[config.mk]
export PLATFORM = sky130hd
export DESIGN_NAME = faddsub_pipe
export DESIGN_NICKNAME = d
export VERILOG_FILES = /design/src/rtl/faddsub_pipe.sv
export SDC_FILE = /design/constraint.sdc
export NUM_CORES = 1
export LEC_CHECK = 0
export CAP_MARGIN = 15
export CORE_UTILIZATION = 59
export DETAILED_ROUTE_END_ITERATION = 8
export GPL_ROUTABILITY_DRIVEN = 1
export GPL_TIMING_DRIVEN = 0
export PLACE_DENSITY = 0.8
export SYNTH_ARGS = -nofsm -noshare
export SYNTH_HDL_FRONTEND = slang
export SYNTH_SLANG_ARGS = --single-unit
[constraint.sdc]
create_clock -name clk -period 13.03 [get_ports clk]
set_input_delay 1.303 -clock clk [delete_from_list [all_inputs] [get_ports clk]]
set_output_delay 1.303 -clock clk [all_outputs]
set_load 0.03 [all_outputs]
[src/rtl/faddsub_pipe.sv]
// rtl/faddsub_pipe.sv - 3-stage binary32 add/subtract with RNE, flush-to-zero and valid/ready flow control
module faddsub_pipe #(
  parameter int          TAGW      = 4,
  parameter logic [31:0] CANON_NAN = 32'h7FC00000
) (
  input  logic            clk,
  input  logic            rst,
  input  logic            in_valid,
  output logic            in_ready,
  input  logic            in_op,
  input  logic [31:0]     in_x1,
  input  logic [31:0]     in_x2,
  input  logic [TAGW-1:0] in_tag,
  output logic            out_valid,
  input  logic            out_ready,
  output logic [31:0]     out_y,
  output logic [TAGW-1:0] out_tag,
  output logic            out_ovf,
  output logic            out_unf,
  output logic            out_nv
);

  logic stall;
  assign stall    = out_valid && !out_ready;
  assign in_ready = !stall;

  function automatic logic [4:0] lzc27(input logic [26:0] v);
    lzc27 = 5'd0;
    for (int i = 0; i < 27; i++) begin
      if (v[i]) lzc27 = 5'(26 - i);
    end
  endfunction

  // ---------------- stage 1: classify, order, align ----------------
  logic [7:0]  e1, e2, el, es, d;
  logic        sa, sb, swap, nan1, nan2, inf1, inf2;
  logic [30:0] m1, m2;
  logic [23:0] sig1, sig2, ml, ms;
  logic [26:0] t, small_al;
  logic [53:0] ext;
  logic        spec;
  logic [31:0] spec_y;
  logic        spec_nv;

  always_comb begin
    e1   = in_x1[30:23];
    e2   = in_x2[30:23];
    sa   = in_x1[31];
    sb   = in_x2[31] ^ in_op;
    nan1 = (e1 == 8'hFF) && (in_x1[22:0] != 23'd0);
    nan2 = (e2 == 8'hFF) && (in_x2[22:0] != 23'd0);
    inf1 = (e1 == 8'hFF) && (in_x1[22:0] == 23'd0);
    inf2 = (e2 == 8'hFF) && (in_x2[22:0] == 23'd0);
    m1   = (e1 == 8'd0) ? 31'd0 : in_x1[30:0];
    m2   = (e2 == 8'd0) ? 31'd0 : in_x2[30:0];
    sig1 = (e1 == 8'd0) ? 24'd0 : {1'b1, in_x1[22:0]};
    sig2 = (e2 == 8'd0) ? 24'd0 : {1'b1, in_x2[22:0]};
    swap = (m2 > m1);
    el   = swap ? e2 : e1;
    es   = swap ? e1 : e2;
    ml   = swap ? sig2 : sig1;
    ms   = swap ? sig1 : sig2;
    d    = el - es;
    t    = {ms, 3'b000};
    ext  = {t, 27'd0} >> d;
    if (d >= 8'd27) small_al = {26'd0, (ms != 24'd0)};
    else            small_al = {ext[53:28], (ext[27:0] != 28'd0)};

    spec    = 1'b0;
    spec_y  = 32'd0;
    spec_nv = 1'b0;
    if (nan1 || nan2) begin
      spec = 1'b1; spec_y = CANON_NAN; spec_nv = 1'b1;
    end else if (inf1 && inf2) begin
      spec = 1'b1;
      if (sa != sb) begin
        spec_y = CANON_NAN; spec_nv = 1'b1;
      end else begin
        spec_y = {sa, 8'hFF, 23'd0};
      end
    end else if (inf1) begin
      spec = 1'b1; spec_y = {sa, 8'hFF, 23'd0};
    end else if (inf2) begin
      spec = 1'b1; spec_y = {sb, 8'hFF, 23'd0};
    end
  end

  logic            s1_v, s1_sl, s1_sub, s1_spec, s1_nv;
  logic [TAGW-1:0] s1_tag;
  logic [7:0]      s1_el;
  logic [23:0]     s1_ml;
  logic [26:0]     s1_sm;
  logic [31:0]     s1_spec_y;

  // ---------------- stage 2: add/sub, normalise ----------------
  logic [27:0]       big, sm, sum;
  logic [4:0]        lz;
  logic [26:0]       norm;
  logic signed [9:0] nexp;
  logic              zero, nsign;

  always_comb begin
    big  = {1'b0, s1_ml, 3'b000};
    sm   = {1'b0, s1_sm};
    sum  = s1_sub ? (big - sm) : (big + sm);
    lz   = lzc27(sum[26:0]);
    zero = (sum == 28'd0);
    if (sum[27]) begin
      norm = {sum[27:2], (sum[1:0] != 2'd0)};
      nexp = $signed({2'b00, s1_el}) + 10'sd1;
    end else begin
      norm = sum[26:0] << lz;
      nexp = $signed({2'b00, s1_el}) - $signed({5'd0, lz});
    end
    // an exact cancellation is +0; only a same-sign sum of zeros keeps the sign
    nsign = zero ? (s1_sub ? 1'b0 : s1_sl) : s1_sl;
  end

  logic              s2_v, s2_sign, s2_zero, s2_spec, s2_nv;
  logic [TAGW-1:0]   s2_tag;
  logic signed [9:0] s2_exp;
  logic [26:0]       s2_norm;
  logic [31:0]       s2_spec_y;

  // ---------------- stage 3: round, range check ----------------
  logic              up;
  logic [24:0]       m25;
  logic signed [9:0] exp_r;
  logic [22:0]       frac;
  logic [31:0]       ry;
  logic              rovf, runf, rnv;

  always_comb begin
    up    = s2_norm[2] && (s2_norm[1] || s2_norm[0] || s2_norm[3]);
    m25   = {1'b0, s2_norm[26:3]} + {24'd0, up};
    exp_r = s2_exp + $signed({9'd0, m25[24]});
    frac  = m25[24] ? m25[23:1] : m25[22:0];
    ry    = {s2_sign, exp_r[7:0], frac};
    rovf  = 1'b0;
    runf  = 1'b0;
    rnv   = 1'b0;
    if (s2_spec) begin
      ry  = s2_spec_y;
      rnv = s2_nv;
    end else if (s2_zero) begin
      ry = {s2_sign, 31'd0};
    end else if (exp_r >= 10'sd255) begin
      ry   = {s2_sign, 8'hFF, 23'd0};
      rovf = 1'b1;
    end else if (exp_r <= 10'sd0) begin
      ry   = {s2_sign, 31'd0};
      runf = 1'b1;
    end
  end

  always_ff @(posedge clk) begin
    if (rst) begin
      s1_v      <= 1'b0;
      s2_v      <= 1'b0;
      out_valid <= 1'b0;
      out_y     <= 32'd0;
      out_tag   <= '0;
      out_ovf   <= 1'b0;
      out_unf   <= 1'b0;
      out_nv    <= 1'b0;
    end else if (!stall) begin
      s1_v      <= in_valid;
      s2_v      <= s1_v;
      out_valid <= s2_v;
      out_y     <= ry;
      out_tag   <= s2_tag;
      out_ovf   <= rovf;
      out_unf   <= runf;
      out_nv    <= rnv;
    end
  end

  // payload registers need no reset: the valid bits gate them
  always_ff @(posedge clk) begin
    if (!stall) begin
      s1_tag    <= in_tag;
      s1_sl     <= swap ? sb : sa;
      s1_sub    <= sa ^ sb;
      s1_el     <= el;
      s1_ml     <= ml;
      s1_sm     <= small_al;
      s1_spec   <= spec;
      s1_spec_y <= spec_y;
      s1_nv     <= spec_nv;
      s2_tag    <= s1_tag;
      s2_sign   <= nsign;
      s2_zero   <= zero;
      s2_exp    <= nexp;
      s2_norm   <= norm;
      s2_spec   <= s1_spec;
      s2_spec_y <= s1_spec_y;
      s2_nv     <= s1_nv;
    end
  end

endmodule

; After elaboration in Yosys (flattened, before gate mapping)
; Cells that the tools add are included.
[classes]
n_lt_le_gt_ge = 4
addsub = 7
multipliers = 0
n_shift = 2
bitwise = 2
n_mux = 62
eq_ne = 3
div = 0
reduce_logical = 23
[ops]
columns = op, count
row1 = 32-bit two-way mux, 5
row2 = 31-bit two-way mux, 5
row3 = 5-bit two-way mux, 27
row4 = 24-bit two-way mux, 4
row5 = 54-bit by 8-bit >> shifter with 54-bit output, 1
row6 = 23-bit logical NOT, 2
row7 = 23-bit nonzero test, 2
row8 = 31-bit > comparator, 1
row9 = 27-bit by 27-bit adder with 28-bit output, 1
row10 = 28-bit logical NOT, 1
row11 = 28-bit two-way mux, 1
row12 = 28-bit nonzero test, 1
row13 = 27-bit by 27-bit subtractor with 28-bit output, 1
row14 = 27-bit by 5-bit << shifter with 27-bit output, 1
row15 = 26-bit two-way mux, 1
row16 = 24-bit by 1-bit adder with 25-bit output, 1
row17 = 24-bit nonzero test, 1
row18 = 23-bit two-way mux, 1
row19 = 8-bit equality test (second input constant), 2
row20 = 8-bit logical NOT, 2
row21 = 8-bit two-way mux, 2
row22 = 1-bit two-way mux, 15
row23 = 10-bit by 2-bit adder with 10-bit output, 1
row24 = 10-bit by 9-bit >= comparator with 1-bit output (second input constant), 1
row25 = 13 further kinds, 23
[word_totals]
in_bits = 73
n_memories = 0
mem_bits_ro = 0
word_cells = 130
ram_bits = 0
latch_bits = 0
register_bits = 218
output_inout_bits = 41

; Logic depth before layout (Yosys ltp)
[depth]
depth_word = 31
mapped_depth = 33
ltp_nobuf = 25

; Least setup slack after synthesis
; OpenSTA, ideal clock, no wires.
[synth_timing]
kind = input-to-reg
start = in in_x2[28]
end = reg s1_sm[0], data pin
cell_stages = 30
t_required_ps = 12748
t_arrival_ps = 7442
setup_time_ps = 282
n_path_buf = 11
slack_ps = 5306
path_cell_list = buf_2 -> nor4_1 -> nand2_1 -> clkbuf_1 -> clkbuf_1 -> nand2_1 -> inv_1 -> ha_1 -> and4_1 -> nand2_1 -> or4b_1 -> or4_1 -> buf_2 -> o31a_4 -> buf_4 -> buf_6 -> buf_2 -> clkbuf_1 -> nor2_1 -> a21oi_1 -> ha_1 -> clkbuf_1 -> buf_2 -> clkbuf_1 -> nor2_1 -> a31oi_1 -> o21ai_0 -> a211o_1 -> o41ai_2 -> a32oi_1
[synth_via]
elab_chain_cells = 8
word_cells_on_any_way = 13
classes_between = add/sub (1) / order compare (2) / shift (1) / mux (6) / reduce/logical (3)
[synth_lines]
columns = item, line_no
row1 = from (decl), 12  ; input logic [31:0] in_x2,
row2 = 8-bit logical NOT, "55, 57"
row3 = 31-bit two-way mux, 55  ; m2 = (e2 == 8'd0) ? 31'd0 : in_x2[30:0];
row4 = 31-bit > comparator, 58  ; swap = (m2 > m1);
row5 = 8-bit two-way mux (on tied branches), "59, 60"
row6 = 8-bit subtractor, 63  ; d = el - es;
row7 = 54-bit by 8-bit >> shifter with 54-bit output, 65  ; ext = {t, 27'd0} >> d;
row8 = 28-bit nonzero test, 67  ; else small_al = {ext[53:28], (ext[27:0] != 28'd0)};
row9 = 1-bit two-way mux (*), 66  ; if (d >= 8'd27) small_al = {26'd0, (ms != 24'd0)};
row10 = via small_al[0], 39  ; logic [26:0] t, small_al;
row11 = to (signal assigned), 186  ; s1_sm <= small_al;
row12 = to (decl), 92  ; logic [26:0] s1_sm;
; The timed path passes the listed nets; every way through them passes the cells marked *.
; A chain may end at the register's enable or synchronous reset.

; Worst setup path in the final report
[layout_timing]
start = in in_x1[29]
end = reg s1_sm[0], data pin
[layout_via]
elab_chain_cells = 8
word_cells_on_any_way = 13
classes_between = add/sub (1) / order compare (2) / shift (1) / mux (6) / reduce/logical (3)
[layout_lines]
columns = item, line_no
row1 = from (decl), 11  ; input logic [31:0] in_x1,
row2 = 8-bit logical NOT, "54, 56"
row3 = 31-bit two-way mux, 54  ; m1 = (e1 == 8'd0) ? 31'd0 : in_x1[30:0];
row4 = 31-bit > comparator, 58
row5 = 8-bit two-way mux (on tied branches), "59, 60"
row6 = 8-bit subtractor, 63
row7 = 54-bit by 8-bit >> shifter with 54-bit output, 65
row8 = 28-bit nonzero test, 67
row9 = 1-bit two-way mux (*), 66
row10 = via small_al[0], 39
; Marks and branches as above.

==> results.md <==
- Final setup TNS: 0 ns
- Starting Density: 60.6%
- CP Class: input pin to flip-flop
- Pwr/cell area: 170 nW/µm²
- CTS root buf: clkbuf_16
- Comb pwr share: 54.8%
- Max-cap viol count: 0
- Slowest-stage cell, CP: nor4_1
- Clock power frac: 18.8%
- Synthesized cell area: 14,800 µm²
- Synth cell count leaders: 231 x nand2_1, 197 x nor2_1, 151 x a21oi_1
- P_sw: approximately 1.4 mW
- Register area share after synthesis: 28.7%
- Switching part of the total: 48.0%
- Critical path arrival: 10.15 ns
- Leak pwr: between 6 and 7 nW
- #FFs+latches synth: 156
- H-tree levels: 4
- Post-synth ARST share: 0%
- RSZ-0062 raised after global routing: false
- Drt total wl: 55.2 mm
- Post-synth EDFFs: 114
- DRC errors left: 0
- Die X: 161 µm
- Largest net degree at the start of global routing: 71
- Hold Crit Start: s1_tag[0]$_DFFE_PN_
- IO Pins: 114
- Crit path time final: 9.99 ns
- Rows: 57
- Setup violations, final: 0
- Slew margin rel.: 15.8%
- Cells on worst reg2reg path: 24
- Top-count cell post-synth: nand2_1
- CTS Buf Count: 17
- Routed via count: roughly 16,000
- Setup crit start kind: input pin
- Crit-path most repeated cell: clkbuf_1
- Top post-synthesis cells by area: edfxtp_1 23%, ha_1 7.2%, nand2_1 5.8%
- Drt pass-1 iters: 7
- FF-to-FF End: s2_exp[8]$_DFFE_PN_
- Clock Tree Buf Depth: 2
- Vias in the first global route: 15,700
- Final slew viol count: 0
- Worst Setup End Kind: flip-flop
- P&R area growth vs syn: 14.4%
- Port bufs: between 100 and 150
- Hold_buf cts: 0
- First-pass GRT wire length: 85.9 mm
- Initial antenna violation count: 0
- Crit share post-route: 76.7%
- Nets: 2,193
- Post-synth top area share: between 20% and 30%
- Layout cells sized above 1: 5.08%
- Fmax: 100 MHz
- Placer congestion estimate: approximately 1.0
- Avg Cell Area, Syn: 7.78 µm²
- Congestion Overflow GR: 0
- PostCTS Resize Cnt: 0
- Post-place instance area: 16,300 µm²
- Largest stage delay on the critical path: 0.66 ns
- Total GRT Usage: 42.5%
- Total core area: 24,500 µm²
- Setup Buffers After CTS: 0
- Worst-Skew Late Latency: roughly 0.44 ns
- Diodes inserted: 0
- Synth Flop Type: edfxtp_1
- Yosys warns: 0
- Peak supply drop: 0.103 mV
- Final instance area: between 15,000 and 20,000 µm²
- Final Power: 2.88 mW
- Vias per cell: 6.87
- Synth cell types: a little over 90
- Layout Utilization: 69.4%
- Routed Antenna Nets: 0
- WP data required: ~13 ns
- Synth Net Count: 2,068
- Detail-routed net length per standard cell: 23.3 µm
- Type of the worst min-delay path: flip-flop to flip-flop
- Hold path endpoint: s2_tag[0]$_DFFE_PN_
- Num Clock Sinks: 156
- Leading area contributor after synthesis: edfxtp_1
- Fin. Hold Viols: 0
- Die ar.: 25,800 µm²
- Flop pwr share: 26.4%
- Worst hold path depth: 0
- CP Max Fanout: 10
- Worst-Margin Slew: 1.26 ns
- Mapped Cells: between 1,500 and 2,000
- Flop2flop setup slack: 4.84 ns
- Status: finished, final reports clean
- Clock Skew: 0.0188 ns
- Number of DRC markers in iteration 0: 2,702
- Clock slew at reported path FFs: 0.08 ns
- DP HPWL: 42.1 mm
- Die Span Y: between 150 and 200 µm
- Origin of the critical flop-to-flop path: s1_ml[4]$_DFFE_PN_
- Pint: 1.50 mW
- CTS tree: yes
==> power groups by stage <==
stage / clock [mW] / sequential (mW) / combinational, mW
final: 0.540 / 0.760 / 1.58
after global routing: 0.558 / 0.770 / 1.67
after CTS: 0.539 / 0.755 / 1.51
after detailed placement: 0 / 0.765 / 1.49
after global placement: 0 / 0.754 / 1.47
after floorplan: 0 / 0.797 / 0.971
==> cells in the final DEF (no fill, tap or decap), types with 57 or more instances in the layout <==
cell type,n
edfxtp_1,114
mux2i_1,70
clkdlybuf4s50_1,105
ha_1,85
clkbuf_1,89
nor2_1,197
inv_1,94
nand3_1,57
a21oi_1,151
nor3_1,62
nand2_1,231
o21ai_0,137
==> cells by family (layout without fill, tap and decap cells) <==
logic type,Yosys count,count (layout),synth area share [%]
simple gates,705,705,21.9
flops,156,156,28.7
xor+xnor,82,82,5.02
buf+inv,215,353,5.90
compound gates,575,575,24.9
mux,85,85,5.89
fa+ha+maj,90,90,7.64
==> registers in the layout, indices dropped and copies added, names as in the netlist, 4 cells and up <==
| signal | cells |
|---|---|
| s1_tag | 4 |
| s1_sm | 27 |
| s1_el | 8 |
| s2_exp | 10 |
| out_y | 32 |
| s1_ml | 24 |
| s2_tag | 4 |
| out_tag | 4 |
| s2_norm | 27 |
==> through the flow <==
stage               setup slack [ns]  cells  hold slack (ns)
CTS                             3.45   2370            0.424
global placement                2.99   2337            0.401
finish                          3.04   2370            0.425
global route                    2.83   2370            0.427
detailed placement              3.02   2338            0.406
floorplan                       5.31   1908            0.400
==> worst max-delay path: cells and delay by family <==
kind	cells	cell delay [ns]
buffers and inverters	12	3.85
and+or+nand+nor	6	1.66
AOI/OAI and AO/OA	9	2.54
adders and majority gates	3	0.78
==> worst max path at each step <==
stage / cells past startpoint / endpoint / slack [ns] / from
2_1_floorplan: 30 / s1_sm[0]$_DFFE_PN_ / 5.31 / in_x2[28]
3_3_place_gp: 30 / s1_sm[0]$_DFFE_PN_ / 2.99 / in_x2[28]
3_5_place_dp: 30 / s1_sm[0]$_DFFE_PN_ / 3.02 / in_x2[27]
4_1_cts: 30 / s1_sm[0]$_DFFE_PN_ / 3.45 / in_x2[27]
5_1_grt: 30 / s1_sm[0]$_DFFE_PN_ / 2.83 / in_x2[28]
6_report: 30 / s1_sm[0]$_DFFE_PN_ / 3.04 / in_x1[29]
==> routing by layer <==
metal | share of wire (%) | wire length, µm | track usage (%) | vias to the layer above
met3 | 9.2 | 5080 | 8.11 | 280
met4 | 6.9 | 3810 | 27.1 | 0
met5 | 0 | 0 | 0 | -
li1 | - | - | - | 7260
met1 | 36 | 20000 | 49.3 | 7562
met2 | 48 | 26300 | 72.1 | 1182
==> final cells by class <==
class | count | area [µm²]
multi-input cells | 1537 | 9700
fillers | 2005 | 7500
flip-flops and latches | 156 | 4260
repair buffers | 106 | 1080
plain buffers | 119 | 518
clock buffers | 18 | 450
well taps | 324 | 405
inverters | 96 | 360
clock inverters | 14 | 193
Power figures use the tool's default switching activity.
